`config.mk`:
```
export PLATFORM = sky130hd
export DESIGN_NAME = lsu_align
export DESIGN_NICKNAME = d
export VERILOG_FILES = /design/src/rtl/lsu_align.sv
export SDC_FILE = /design/constraint.sdc
export NUM_CORES = 1
export LEC_CHECK = 0
export BUFFER_PORTS_ARGS = -buffer_cell sky130_fd_sc_hd__buf_2
export CORE_MARGIN = 10
export CORE_UTILIZATION = 50
export CTS_CLUSTER_SIZE = 28
export DETAILED_ROUTE_END_ITERATION = 10
export PLACE_DENSITY = 0.77
export REMOVE_ABC_BUFFERS = 1
export SLEW_MARGIN = 20
export SYNTH_ARGS = -nofsm -noshare
export SYNTH_HDL_FRONTEND = slang
export SYNTH_SLANG_ARGS = --single-unit
```
`constraint.sdc`:
```
create_clock -name clk -period 3.75 [get_ports clk]
set_input_delay 0 -clock clk [delete_from_list [all_inputs] [get_ports clk]]
set_output_delay 0 -clock clk [all_outputs]
set_load 0.02 [all_outputs]
```
`src/rtl/lsu_align.sv`:
```
// RV32 load/store alignment in front of a 32-bit byte-masked memory; 1-3 cycles accept-to-resp_valid.
// req_ready is high only in IDLE; word-crossing accesses take two memory cycles or report an error.
module lsu_align #(
    parameter int ADDR_WIDTH       = 32,
    parameter bit SPLIT_MISALIGNED = 1'b1
) (
    input  logic                  clk,
    input  logic                  rst,
    input  logic                  req_valid,
    output logic                  req_ready,
    input  logic                  req_we,
    input  logic [2:0]            req_funct3,
    input  logic [ADDR_WIDTH-1:0] req_addr,
    input  logic [31:0]           req_wdata,
    output logic                  resp_valid,
    output logic [31:0]           resp_rdata,
    output logic                  resp_err,
    output logic [ADDR_WIDTH-1:0] mem_addr,
    output logic [31:0]           mem_wdata,
    output logic                  mem_we,
    output logic [3:0]            mem_wmask,
    input  logic [31:0]           mem_rdata
);

    localparam logic [1:0] ST_IDLE = 2'd0;
    localparam logic [1:0] ST_ACC0 = 2'd1;
    localparam logic [1:0] ST_ACC1 = 2'd2;
    localparam logic [1:0] ST_RESP = 2'd3;

    logic [1:0]            state_q, state_d;
    logic                  we_q, we_d;
    logic [2:0]            f3_q, f3_d;
    logic [ADDR_WIDTH-1:0] addr_q, addr_d;
    logic [31:0]           wdata_q, wdata_d;
    logic [31:0]           b0_q, b0_d;
    logic [31:0]           rdata_q, rdata_d;
    logic                  err_q, err_d;

    function automatic logic [2:0] size_of(input logic [2:0] f3);
        case (f3[1:0])
            2'b00:   size_of = 3'd1;
            2'b01:   size_of = 3'd2;
            default: size_of = 3'd4;
        endcase
    endfunction

    function automatic logic is_legal(input logic [2:0] f3);
        case (f3)
            3'b000, 3'b001, 3'b010, 3'b100, 3'b101: is_legal = 1'b1;
            default:                                is_legal = 1'b0;
        endcase
    endfunction

    function automatic logic crosses(input logic [1:0] off, input logic [2:0] size);
        crosses = ({1'b0, off} + size) > 3'd4;
    endfunction

    // Request-side decode, used only on the accept edge.
    logic       legal_in;
    logic       cross_in;
    logic       illegal_in;

    always_comb begin
        legal_in   = is_legal(req_funct3);
        cross_in   = crosses(req_addr[1:0], size_of(req_funct3));
        illegal_in = !legal_in || (!SPLIT_MISALIGNED && cross_in);
    end

    // Registered-request decode.
    logic [1:0]            off;
    logic [2:0]            size_q;
    logic                  cross_q;
    logic [7:0]            mask8;
    logic [4:0]            sh0;
    logic [5:0]            sh1;
    logic [ADDR_WIDTH-1:0] word_base;

    always_comb begin
        off       = addr_q[1:0];
        size_q    = size_of(f3_q);
        cross_q   = SPLIT_MISALIGNED && crosses(off, size_q);
        // Upper nibble of the shifted mask is exactly the second-word mask.
        mask8     = ((8'd1 << size_q) - 8'd1) << off;
        sh0       = {off, 3'b000};
        sh1       = 6'd32 - {1'b0, off, 3'b000};
        word_base = {addr_q[ADDR_WIDTH-1:2], 2'b00};
    end

    // Load assembly: first word from buffer (or live data in ACC0), second word live in ACC1.
    logic [31:0] src0;
    logic [31:0] src1;
    logic [31:0] load_raw;
    logic [31:0] load_ext;

    always_comb begin
        src0     = (state_q == ST_ACC0) ? mem_rdata : b0_q;
        src1     = (state_q == ST_ACC1) ? mem_rdata : 32'd0;
        load_raw = (src0 >> sh0) | (src1 << sh1);
        case (f3_q)
            3'b000:  load_ext = {{24{load_raw[7]}}, load_raw[7:0]};
            3'b001:  load_ext = {{16{load_raw[15]}}, load_raw[15:0]};
            3'b100:  load_ext = {24'd0, load_raw[7:0]};
            3'b101:  load_ext = {16'd0, load_raw[15:0]};
            default: load_ext = load_raw;
        endcase
    end

    always_comb begin
        mem_addr  = '0;
        mem_wdata = 32'd0;
        mem_we    = 1'b0;
        mem_wmask = 4'd0;
        case (state_q)
            ST_ACC0: begin
                mem_addr = word_base;
                if (we_q) begin
                    mem_we    = 1'b1;
                    mem_wmask = mask8[3:0];
                    mem_wdata = wdata_q << sh0;
                end
            end
            ST_ACC1: begin
                mem_addr = word_base + ADDR_WIDTH'(4);
                if (we_q) begin
                    mem_we    = 1'b1;
                    mem_wmask = mask8[7:4];
                    mem_wdata = wdata_q >> sh1;
                end
            end
            default: ;
        endcase
    end

    always_comb begin
        state_d = state_q;
        we_d    = we_q;
        f3_d    = f3_q;
        addr_d  = addr_q;
        wdata_d = wdata_q;
        b0_d    = b0_q;
        rdata_d = rdata_q;
        err_d   = err_q;
        case (state_q)
            ST_IDLE: begin
                if (req_valid) begin
                    we_d    = req_we;
                    f3_d    = req_funct3;
                    addr_d  = req_addr;
                    wdata_d = req_wdata;
                    if (illegal_in) begin
                        state_d = ST_RESP;
                        rdata_d = 32'd0;
                        err_d   = 1'b1;
                    end else begin
                        state_d = ST_ACC0;
                    end
                end
            end
            ST_ACC0: begin
                if (!we_q) begin
                    b0_d = mem_rdata;
                end
                if (cross_q) begin
                    state_d = ST_ACC1;
                end else begin
                    state_d = ST_RESP;
                    rdata_d = we_q ? 32'd0 : load_ext;
                    err_d   = 1'b0;
                end
            end
            ST_ACC1: begin
                state_d = ST_RESP;
                rdata_d = we_q ? 32'd0 : load_ext;
                err_d   = 1'b0;
            end
            default: state_d = ST_IDLE;
        endcase
    end

    always_ff @(posedge clk or posedge rst) begin
        if (rst) begin
            state_q <= ST_IDLE;
            we_q    <= 1'b0;
            f3_q    <= 3'd0;
            addr_q  <= '0;
            wdata_q <= 32'd0;
            b0_q    <= 32'd0;
            rdata_q <= 32'd0;
            err_q   <= 1'b0;
        end else begin
            state_q <= state_d;
            we_q    <= we_d;
            f3_q    <= f3_d;
            addr_q  <= addr_d;
            wdata_q <= wdata_d;
            b0_q    <= b0_d;
            rdata_q <= rdata_d;
            err_q   <= err_d;
        end
    end

    assign req_ready  = (state_q == ST_IDLE);
    assign resp_valid = (state_q == ST_RESP);
    assign resp_rdata = rdata_q;
    assign resp_err   = err_q;

endmodule

```
After elaboration in Yosys (flattened, before gate mapping)
Cells that the tools add are included.

word-level totals
  output and inout bits = 104
  logic and storage cells = 72
  register bits = 135

operators by class
  eq/ne operators = 14
  $add $sub $neg = 4
  reductions and logical operators = 10
  magnitude comparators = 1
  bitwise gates (word level) = 2
  shift operators = 6
  multiplexer cells = 27

operators by type and width
  operator                 count
  $mux W32                 8
  $pmux W32 S2             2
  $pmux W32 S4             1
  $pmux W32 S3             1
  $add A32 B3 Y32 const B  1
  $or A32 B32 Y32          1
  $shl A32 B5 Y32          1
  $shl A32 B6 Y32          1
  $shr A32 B5 Y32          1
  $shr A32 B6 Y32          1
  $eq A3 B3 Y1 const B     4
  $mux W4                  2
  $pmux W4 S2              1
  $shl A1 B3 Y8 const A    1
  $shl A8 B2 Y8            1
  $sub A8 B1 Y8 const B    1
  $mux W1                  7
  $eq A3 B1 Y1 const B     2
  $logic_not A3 Y1         2
  $ne A2 B2 Y1 const B     3
  $pmux W2 S3              1
  $pmux W3 S2              1
  $sub A6 B5 Y6 const A    1
  $reduce_or A5 Y1         1
  other kinds (13)         18

Longest topological paths before layout
Gate-level depths: netlist of the first run.

  depth after elaboration = 8
  depth in mapped cells = 14

Worst setup path after synthesis of the first run
OpenSTA, ideal clock, no wires.

  kind = register to register
  start = register addr_q[0]
  end = register rdata_q[24] (netlist: resp_rdata[24])
  stages on the path, launching flop included = 15
  setup time = 74 ps
  data required time = 3676 ps
  clock period less this slack = 3587 ps
  slack = 163 ps
  arrival time = 3513 ps
  cells stage by stage = dfrtp_1 -> buf_4 -> buf_2 -> buf_2 -> clkinv_1 -> clkbuf_1 -> ha_1 -> clkbuf_1 -> or3b_1 -> clkbuf_1 -> o22ai_1 -> o32ai_1 -> or4_1 -> buf_6 -> o21ai_2

on the way
  word-level cells in the longest chain between the ends = 7
  elaborated cells on any way between the ends = 12

RTL lines
  item                    RTL line  text
  start, declared         33        logic [ADDR_WIDTH-1:0] addr_q, addr_d;
  start signal, assigned  194       addr_q <= addr_d;
  $sub A6 B5 Y6           85        sh1 = 6'd32 - {1'b0, off, 3'b000};
  $shl A32 B6 Y32         98        load_raw = (src0 >> sh0) | (src1 << sh1);
  $or A32 B32 Y32         98
  $pmux W32 S4            99        case (f3_q)
  $mux W32                167, 173
  $mux W32                163       if (cross_q) begin
  $pmux W32 S3            143       case (state_q)
  end signal, assigned    197       rdata_q <= rdata_d;
  end, declared           36        logic [31:0] rdata_q, rdata_d;

Parallel ways exist; a longest one is shown, timed or not. The select of a mux whose other input is x is not followed.
A chain may end at the register's enable or synchronous reset.

Worst setup path in the final report of the first run
  start = register f3_q[0]
  end = register rdata_q[30] (netlist: resp_rdata[30])

on the way
  word-level cells in the longest chain between the ends = 6
  elaborated cells on any way between the ends = 15

RTL lines
  item                                              RTL line  text
  start, declared                                   32        logic [2:0] f3_q, f3_d;
  start signal, assigned                            184       f3_q <= 3'd0;
  start signal, assigned                            193       f3_q <= f3_d;
  $eq A2 B1 Y1 or $logic_not A2 Y1 (tied branches)  40        case (f3[1:0])
  $pmux W3 S2                                       40
  $add A2 B3 Y3                                     55        crosses = ({1'b0, off} + size) > 3'd4;
  $gt A3 B3 Y1                                      55
  $ne A2 B2 Y1 (no source line)                     -
  $reduce_and A4 Y1 (no source line)                -

Parallel ways exist; a longest one is shown, timed or not. The select of a mux whose other input is x is not followed.

==> flow_summary.json, run 1 <==
{
  "cts_tree": "done",
  "relSlewSlack_pct": 36.65,
  "cp-end-kind": "flop",
  "maxSlewViolCount": 0,
  "gp_congestion": 0.8915,
  "yosys_warnings": 0,
  "nFillCells": 1404,
  "skew_ns": 0.01102,
  "clock-sinks": 135,
  "final_common_cell": "buf_2",
  "hold_viol": 0,
  "p_switching_mw": 5.466,
  "grt_use_total_pct": 24.16,
  "switching_share_pct": 47.70,
  "fin_nets": 1350,
  "die_h_um": 156.7,
  "die_area_um2": 24540,
  "peakVddDrop_uv": 579.9,
  "via_per_inst": 6.211,
  "grt_pass1_vias": 9150,
  "clockPowerShare_pct": 14.5,
  "period_minus_slack_ns": 3.356,
  "ant_nets": 0,
  "via_count": 9193,
  "io_buffers": 204,
  "arrival_ns": 3.70,
  "drive_above_1_share_pct": 32.29,
  "mostFrequentLayoutCells": "buf_2 (204), dfrtp_1 (133), mux2_2 (103)",
  "syn_area_um2": 9336,
  "finalSetupViolCount": 0,
  "cts_buffers": 17,
  "ys_types": 68,
  "power_density_nw_per_um2": 946.1,
  "seq_power_share_pct": 24.3,
  "outcome": "complete, no violations",
  "clock_latency_ns": 0.43,
  "p_leak_nw": 5.376,
  "io_pins": 207,
  "area_growth_pct": 29.72,
  "syn_inst": 973,
  "post-dp-hpwl_um": 19900,
  "ys_ff_latch": 135,
  "drtIter0Drc": 823,
  "diodes": 0,
  "antenna_found_initial": 0,
  "syn_area_per_cell_um2": 9.596,
  "hp-class": "input port to asynchronous set/reset pin",
  "die_w_um": 156.7,
  "cts_setup_buffers": 0,
  "drt-total-wl_um": 30170,
  "yosysSeqAreaShare_pct": 36.18,
  "fin_crit_sh_pct": 89.48,
  "internal_power_mw": 5.993,
  "initial_core_util_pct": 51.45,
  "tightest_slew_ns": 0.9484,
  "rsz0062_at_grt": "false",
  "clk_pin_slew_ns": 0.06,
  "comb_power_share_pct": 61.2,
  "wl_per_cell_um": 20.39,
  "hold_ws_ns": 0.2817,
  "core_area_um2": 18150,
  "cts-root-buf": "clkbuf_16",
  "synth-main-ff-cell": "dfrtp_1",
  "grt_overflow": 0,
  "cp.required_ns": 4.09,
  "drc": 0,
  "postLayoutCoreUtil_pct": 66.74,
  "grt_first_pass_wirelength_um": 48130,
  "synth_edf_count": 0,
  "path_max_fanout": 15,
  "fmax_mhz": 298.0,
  "synthArstFlopShare_pct": 100.0,
  "crit_type": "flop to flop",
  "drv_cap": 0,
  "cts_max_path_buffers": 2,
  "htree_levels": 4,
  "firstDrtPassIters": 5,
  "num_rows": 49,
  "cp-start-kind": "flop",
  "grt_max_degree": 125
}
-- synth_stat cells, types with 6 or more instances --
library cell / instances / area share, %
dfrtp_1: 135 / 36
nand4_1: 7 / 0.47
o31ai_1: 12 / 0.96
o221ai_1: 7 / 0.66
buf_1: 16 / 0.64
o2bb2ai_1: 8 / 0.75
mux2i_1: 58 / 6.2
a32oi_1: 7 / 0.66
a22o_1: 10 / 0.94
mux2_1: 6 / 0.72
ha_1: 9 / 1.2
o21ai_2: 8 / 0.75
a31oi_1: 13 / 0.87
a311oi_1: 8 / 0.75
mux2_2: 103 / 12
a211oi_1: 19 / 1.5
inv_1: 14 / 0.56
nor2b_1: 17 / 1.1
nand3_1: 13 / 0.70
a211o_1: 7 / 0.66
and2_1: 20 / 1.3
a221oi_1: 7 / 0.66
o21ai_0: 61 / 3.3
a21oi_1: 56 / 3.0
a22oi_1: 11 / 0.88
clkbuf_1: 47 / 1.9
nor2_1: 67 / 2.7
nand2_1: 103 / 4.1
buf_2: 12 / 0.64
nor3_1: 7 / 0.38
mux4_2: 22 / 5.3
nand2b_1: 9 / 0.60
-- metrics by stage --
| stage | setup TNS, ns | std cells | area [um2] | power [mW] | setup WS [ns] |
|---|---|---|---|---|---|
| 2_1_floorplan | -202.22 | 892 | 8984 | 7.703 | -3.561 |
| 3_3_place_gp | 0 | 1346 | 10500 | 9.451 | 0.5640 |
| 3_5_place_dp | 0 | 1346 | 10500 | 9.605 | 0.4701 |
| 4_1_cts | 0 | 1480 | 12100 | 11.37 | 0.4549 |
| 5_1_grt | 0 | 1480 | 12110 | 12.24 | 0.1961 |
| 6_report | 0 | 1480 | 12110 | 11.46 | 0.3945 |
-- cell families after synthesis --
group,Yosys count,synth area share [%]
xor+xnor,3,0.2815
fa+ha+maj,9,1.206
mux,189,24.67
simple gates,270,13.87
flops,135,36.18
compound gates,268,19.28
buf+inv,98,4.463
other cells,1,0.04017
-- what timing repair did --
item / 4_1_cts / 5_1_grt
endpoints found under the hold margin: 184 / 0
hold buffers: 102 / 0
resized for setup: 0 / 0
-- final cells by class --
class / count / area, um2 / share of cell area [%]
multi-input combinational: 741 / 5585 / 46.12
sequential: 135 / 3383 / 27.93
timing repair buffer: 327 / 2212 / 18.26
clock buffer: 18 / 439.2 / 3.626
tap: 229 / 286.5 / 2.366
clock inverter: 14 / 140.1 / 1.157
inverter: 16 / 65.06 / 0.5372
-- power by group through the flow --
stage                     sequential [mW]  clock (mW)  combinational, mW
after global routing                 2.88        1.74               7.62
after floorplan                      2.90           0               4.80
after global placement               2.74           0               6.71
after detailed placement             2.78           0               6.83
final                                2.78        1.66               7.02
after CTS                            2.76        1.68               6.93
-- worst max-delay path, stage by stage (launching register included) --
cell     delay, ns
dfrtp_1       0.41
nor2_1        0.21
inv_1         0.27
nor2_1        0.22
ha_1          0.25
or3b_1        0.39
a41o_1        0.42
or4_1         0.86
o21ai_2       0.24
-- worst paths after layout --
kind                                  end     startpoint  slack [ns]  cells after the start
min in group clk               wdata_q[6]   req_wdata[6]        0.33                      3
min                         resp_rdata[0]            rst        0.28                      3
max in group asynchronous     wdata_q[29]            rst        2.57                      4
max reg2reg                resp_rdata[30]        f3_q[0]        0.39                      8
max                        resp_rdata[30]        f3_q[0]        0.39                      8
min reg2reg                 resp_rdata[6]  resp_rdata[6]        0.48                      2
-- registers in the layout, indices dropped and copies added, names as in the netlist --
signal / cells
f3_q: 3
wdata_q: 32
addr_q: 32
state_q: 2
we_q: 1
resp_err: 1
resp_rdata: 32
b0_q: 32
-- metal layers --
layer / vias up / share of wire [%] / track usage (%)
li1: 4172 / - / -
met1: 4459 / 41 / 30.41
met2: 491 / 48 / 38.76
met3: 71 / 8.4 / 6.387
met4: 0 / 2.8 / 9.753
met5: - / 0 / 0
Note: power is estimated with default switching activity, not from simulation.
==> run 2, diff against run 1 <==
Settings changed: CORE_UTILIZATION 50 to 56, PLACE_DENSITY 0.77 to 0.82.
Clock period 3.75 ns to 3.27 ns, I/O delays scaled along.
==> flow_summary.json, run 2 (synthesis results as in run 1) <==
{
  "outcome": "complete, no violations",
  "grt_first_pass_wirelength_um": 49560,
  "io_pins": 207,
  "cts_max_path_buffers": 2,
  "finalSetupViolCount": 0,
  "ff2ff_path_depth": 8,
  "arrival_ns": 3.44,
  "worst_path_most_repeated_cell": "nor2_1",
  "die_w_um": 149.1,
  "cpPeakStageDelay_ns": 0.82,
  "cp.required_ns": 3.62,
  "placedCellCount": 1351,
  "fin_nets": 1364,
  "clock_latency_ns": 0.43,
  "fin_cells": 1487,
  "cts-root-buf": "clkbuf_16",
  "grt_use_total_pct": 27.43,
  "power_density_nw_per_um2": 1093,
  "cts_tree": "done",
  "drv_cap": 0,
  "r2r-end": "resp_rdata[25]",
  "clk_pin_slew_ns": 0.07,
  "nFillCells": 1145,
  "hold_viol": 0,
  "fin_crit_sh_pct": 94.46,
  "post-place-ws_ns": 0.2258,
  "via_count": 9380,
  "path_cells": "nor2_1 -> inv_1 -> nor2_1 -> ha_1 -> or3b_1 -> a41o_1 -> or4_1 -> o21ai_2",
  "drive_above_1_share_pct": 33.04,
  "drc": 0,
  "drt-total-wl_um": 31170,
  "final_critical_path_setup_slack_ns": 0.1812,
  "cp-start-kind": "flop",
  "area_growth_pct": 30.74,
  "grt_pass1_vias": 9249,
  "die_area_um2": 22240,
  "peakVddDrop_uv": 638.8,
  "maxSlewViolCount": 0,
  "crit_type": "flop to flop",
  "via_per_inst": 6.308,
  "num_rows": 47,
  "antenna_found_initial": 2,
  "final_common_cell": "buf_2",
  "io_buffers": 204,
  "grt_overflow": 0,
  "relSlewSlack_pct": 33.31,
  "wl_per_cell_um": 20.96,
  "tightest_slew_ns": 0.9912,
  "ant_nets": 0,
  "core_area_um2": 16470,
  "drtIter0Drc": 877,
  "mostFrequentLayoutCells": "buf_2 (204), dfrtp_1 (133), mux2_2 (103)",
  "cts_buffers": 17,
  "multi_input_area_um2": 5577,
  "gp_congestion": 0.8802,
  "firstDrtPassIters": 7,
  "path_max_fanout": 8,
  "initial_core_util_pct": 56.70,
  "regArea_um2": 3383,
  "hp-class": "input port to asynchronous set/reset pin",
  "p_leak_nw": 5.441,
  "period_minus_slack_ns": 3.089,
  "rsz0062_at_grt": "false",
  "reg2reg_slack_ns": 0.18,
  "fmax_mhz": 323.8,
  "grt_max_degree": 86,
  "post-dp-hpwl_um": 19560,
  "slowest_stage": "or4_1",
  "htree_levels": 4,
  "skew_ns": 0.007614,
  "die_h_um": 149.1,
  "r2r-start": "f3_q[1]",
  "clock-sinks": 135,
  "cp-end-kind": "flop"
}
==> run 2: how the worst max path moves through the flow <==
stage | from | end | slack, ns | cells past startpoint
after floorplan | addr_q[0] | resp_rdata[24] | -4.04 | 7
after global placement | addr_q[0] | resp_rdata[25] | 0.34 | 7
after detailed placement | addr_q[0] | resp_rdata[25] | 0.23 | 7
after CTS | addr_q[0] | mem_wdata[4] | 0.15 | 7
after global routing | f3_q[1] | resp_rdata[25] | 0.03 | 8
final | f3_q[1] | resp_rdata[25] | 0.18 | 8
==> run 2: layout make-up <==
cell class / count / share of cell area [%]
clock inverters: 15 / 1.097
clock buffers: 17 / 3.485
diodes: 2 / 0.04100
repair buffers: 341 / 19.19
inverters: 16 / 0.5330
multi-input cells: 741 / 45.68
well taps: 220 / 2.255
flip-flops and latches: 135 / 27.72
==> run 2: per-layer routing <==
metal,global-route usage [%],vias to the layer above,routed length (um)
met5,0,-,0
met4,10.45,0,1014
met3,6.917,98,3164
met2,44.51,638,15020
met1,34.54,4447,11970
li1,-,4197,-
==> run 2: metrics by stage <==
| step | total power [mW] | instance area [um2] | hold slack [ns] | utilization [%] | setup TNS, ns |
|---|---|---|---|---|---|
| after floorplan | 8.834 | 8984 | 0.1318 | - | -297.37 |
| after global placement | 10.92 | 10620 | 0.2114 | 64.48 | 0 |
| after detailed placement | 11.13 | 10620 | 0.2160 | 64.48 | 0 |
| after CTS | 13.13 | 12200 | 0.3168 | 74.07 | 0 |
| after global routing | 14.16 | 12210 | 0.3381 | 74.13 | 0 |
| final | 13.34 | 12210 | 0.2720 | 74.13 | 0 |
==> run 2: what timing repair did <==
action,4_1_cts,5_1_grt
endpoints found under the setup margin,0,5
setup buffers,0,0
resized for setup,0,1
hold buffers,102,0
endpoints found under the hold margin,185,0
==> run 2: report_power, final <==
group	leakage (nW)	switching (mW)	total, mW	internal (mW)
Clock	0.269	0.847	1.85	1.00
Combinational	3.53	4.77	8.24	3.47
Sequential	1.64	0.812	3.25	2.43
Total	5.44	6.43	13.3	6.91
==> run 2: critical path, delay by kind of cell, from the launching register on <==
| family | cells | cell delay (ns) |
|---|---|---|
| AO/OA/AOI/OAI | 2 | 0.52 |
| adder cells (fa/ha/maj) | 1 | 0.25 |
| buffers and inverters | 1 | 0.17 |
| flip-flops | 1 | 0.47 |
| AND/OR/NAND/NOR | 4 | 1.60 |
==> run 3, diff against run 2 <==
Settings changed: CORE_ASPECT_RATIO from default to 0.8.
==> flow_summary.json, run 3 (synthesis results as in run 1) <==
{
  "outcome": "complete, no violations",
  "place_area_um2": 10610,
  "cp-end-kind": "output port",
  "cp.required_ns": 3.27,
  "clock_latency_ns": 0.44,
  "p_leak_nw": 5.442,
  "fin_cells": 1484,
  "power.total_mw": 13.48,
  "tightest_slew_ns": 0.8871,
  "num_rows": 42,
  "die_area_um2": 22270,
  "final_critical_path_setup_slack_ns": 0.1954,
  "antenna_found_initial": 0,
  "io_pins": 207,
  "skew_ns": 0.007661,
  "firstDrtPassIters": 9,
  "grt_overflow": 0,
  "grt_pass1_vias": 9209,
  "arrival_ns": 3.07,
  "tns_ns": 0,
  "wl_per_cell_um": 21.29,
  "finalSetupViolCount": 0,
  "die_w_um": 164.4,
  "fin_nets": 1363,
  "drtIter0Drc": 1242,
  "grt_first_pass_wirelength_um": 49910,
  "fin_area_um2": 12220,
  "final_common_cell": "buf_2",
  "post-dp-hpwl_um": 19930,
  "maxSlewViolCount": 0,
  "cts_max_path_buffers": 2,
  "post-place-ws_ns": 0.2592,
  "drive_above_1_share_pct": 32.83,
  "core_area_um2": 16450,
  "period_minus_slack_ns": 3.075,
  "initial_core_util_pct": 56.76,
  "drc": 0,
  "cts_buffers": 17,
  "hp-class": "input port to asynchronous set/reset pin",
  "drt-total-wl_um": 31590,
  "cts_setup_buffers": 0,
  "grt_use_total_pct": 27.85,
  "cts-root-buf": "clkbuf_16",
  "peakVddDrop_uv": 783.3,
  "htree_levels": 4,
  "clk_pin_slew_ns": 0.06,
  "io_buffers": 204,
  "fmax_mhz": 325.2,
  "reg2reg_slack_ns": 0.21,
  "fin_crit_sh_pct": 94.02,
  "ant_nets": 0,
  "grt_max_degree": 97,
  "area_growth_pct": 30.84,
  "cts_tree": "done",
  "drv_cap": 0,
  "diodes": 0,
  "path_max_fanout": 34,
  "power_density_nw_per_um2": 1104,
  "gp_congestion": 0.8793,
  "clock-sinks": 135,
  "cp-start-kind": "flop",
  "hold_viol": 0,
  "die_h_um": 135.5,
  "via_count": 9394,
  "rsz0062_at_grt": "false",
  "mostFrequentLayoutCells": "buf_2 (204), dfrtp_1 (133), mux2_2 (103)",
  "placedCellCount": 1350,
  "via_per_inst": 6.330,
  "relSlewSlack_pct": 40.32,
  "crit_type": "flop to output port"
}
## run 3: cell types whose count changed in the layout (fill, tap and decap cells not counted)
| cell | before | now |
|---|---|---|
| buf_4 | 32 | 31 |
| bufinv_16 | 0 | 2 |
| clkbuf_1 | 0 | 2 |
| clkinv_2 | 1 | 2 |
| diode_2 | 2 | 0 |
| inv_6 | 6 | 4 |
| inv_8 | 4 | 1 |
## run 3: metrics by stage
step / utilization, % / hold WS [ns]
after global routing: 74.27 / 0.3308
after detailed placement: 64.50 / 0.2266
final: 74.27 / 0.2969
after global placement: 64.50 / 0.2318
after CTS: 74.24 / 0.3177
after floorplan: - / 0.1318
## run 3: layout make-up
class                   count  area, um2
well taps                 220      275.3
repair buffers            340       2335
clock buffers              19      432.9
flip-flops and latches    135       3383
fillers                  1102       4233
clock inverters            13      147.6
inverters                  16      65.06
multi-input cells         741       5577
## run 3: power breakdown
group	switching [mW]	total (mW)	internal (mW)
logic	4.84	8.32	3.48
registers	0.789	3.22	2.44
clock network	0.801	1.93	1.13
total	6.43	13.5	7.05
## run 3: path summary, 6_finish.rpt
| check | start | endpoint | cells past startpoint |
|---|---|---|---|
| worst max-delay path | state_q[1] | mem_addr[24] | 8 |
| worst max register to register | f3_q[1] | resp_rdata[31] | 7 |
| max in group asynchronous | rst | b0_q[5] | 4 |
| worst min register to register | resp_rdata[1] | resp_rdata[1] | 2 |
| worst min-delay path | rst | addr_q[6] | 3 |
| min in group clk | req_wdata[22] | wdata_q[22] | 3 |
## run 3: repair_timing
action,in CTS,in global routing
hold endpoints to repair,191,0
setup endpoints to repair,0,1
resized for setup,0,1
hold buffers,102,0
## run 3: worst max-delay path, stage by stage (launching register included)
cell and delay [ns]:
dfrtp_1 0.40, inv_1 0.13, ha_4 0.42, buf_4 0.51, buf_4 0.33, and2_1 0.35
o21ai_0 0.16, o31ai_1 0.10, buf_2 0.23
## run 3: routing by layer
layer  vias up  GRT usage (%)  wire [um]
met2       656          42.65      14480
met1      4447          36.12      12340
met5         -              0          0
met4         0          10.90       1067
met3       100          8.657       3707
li1       4191              -          -
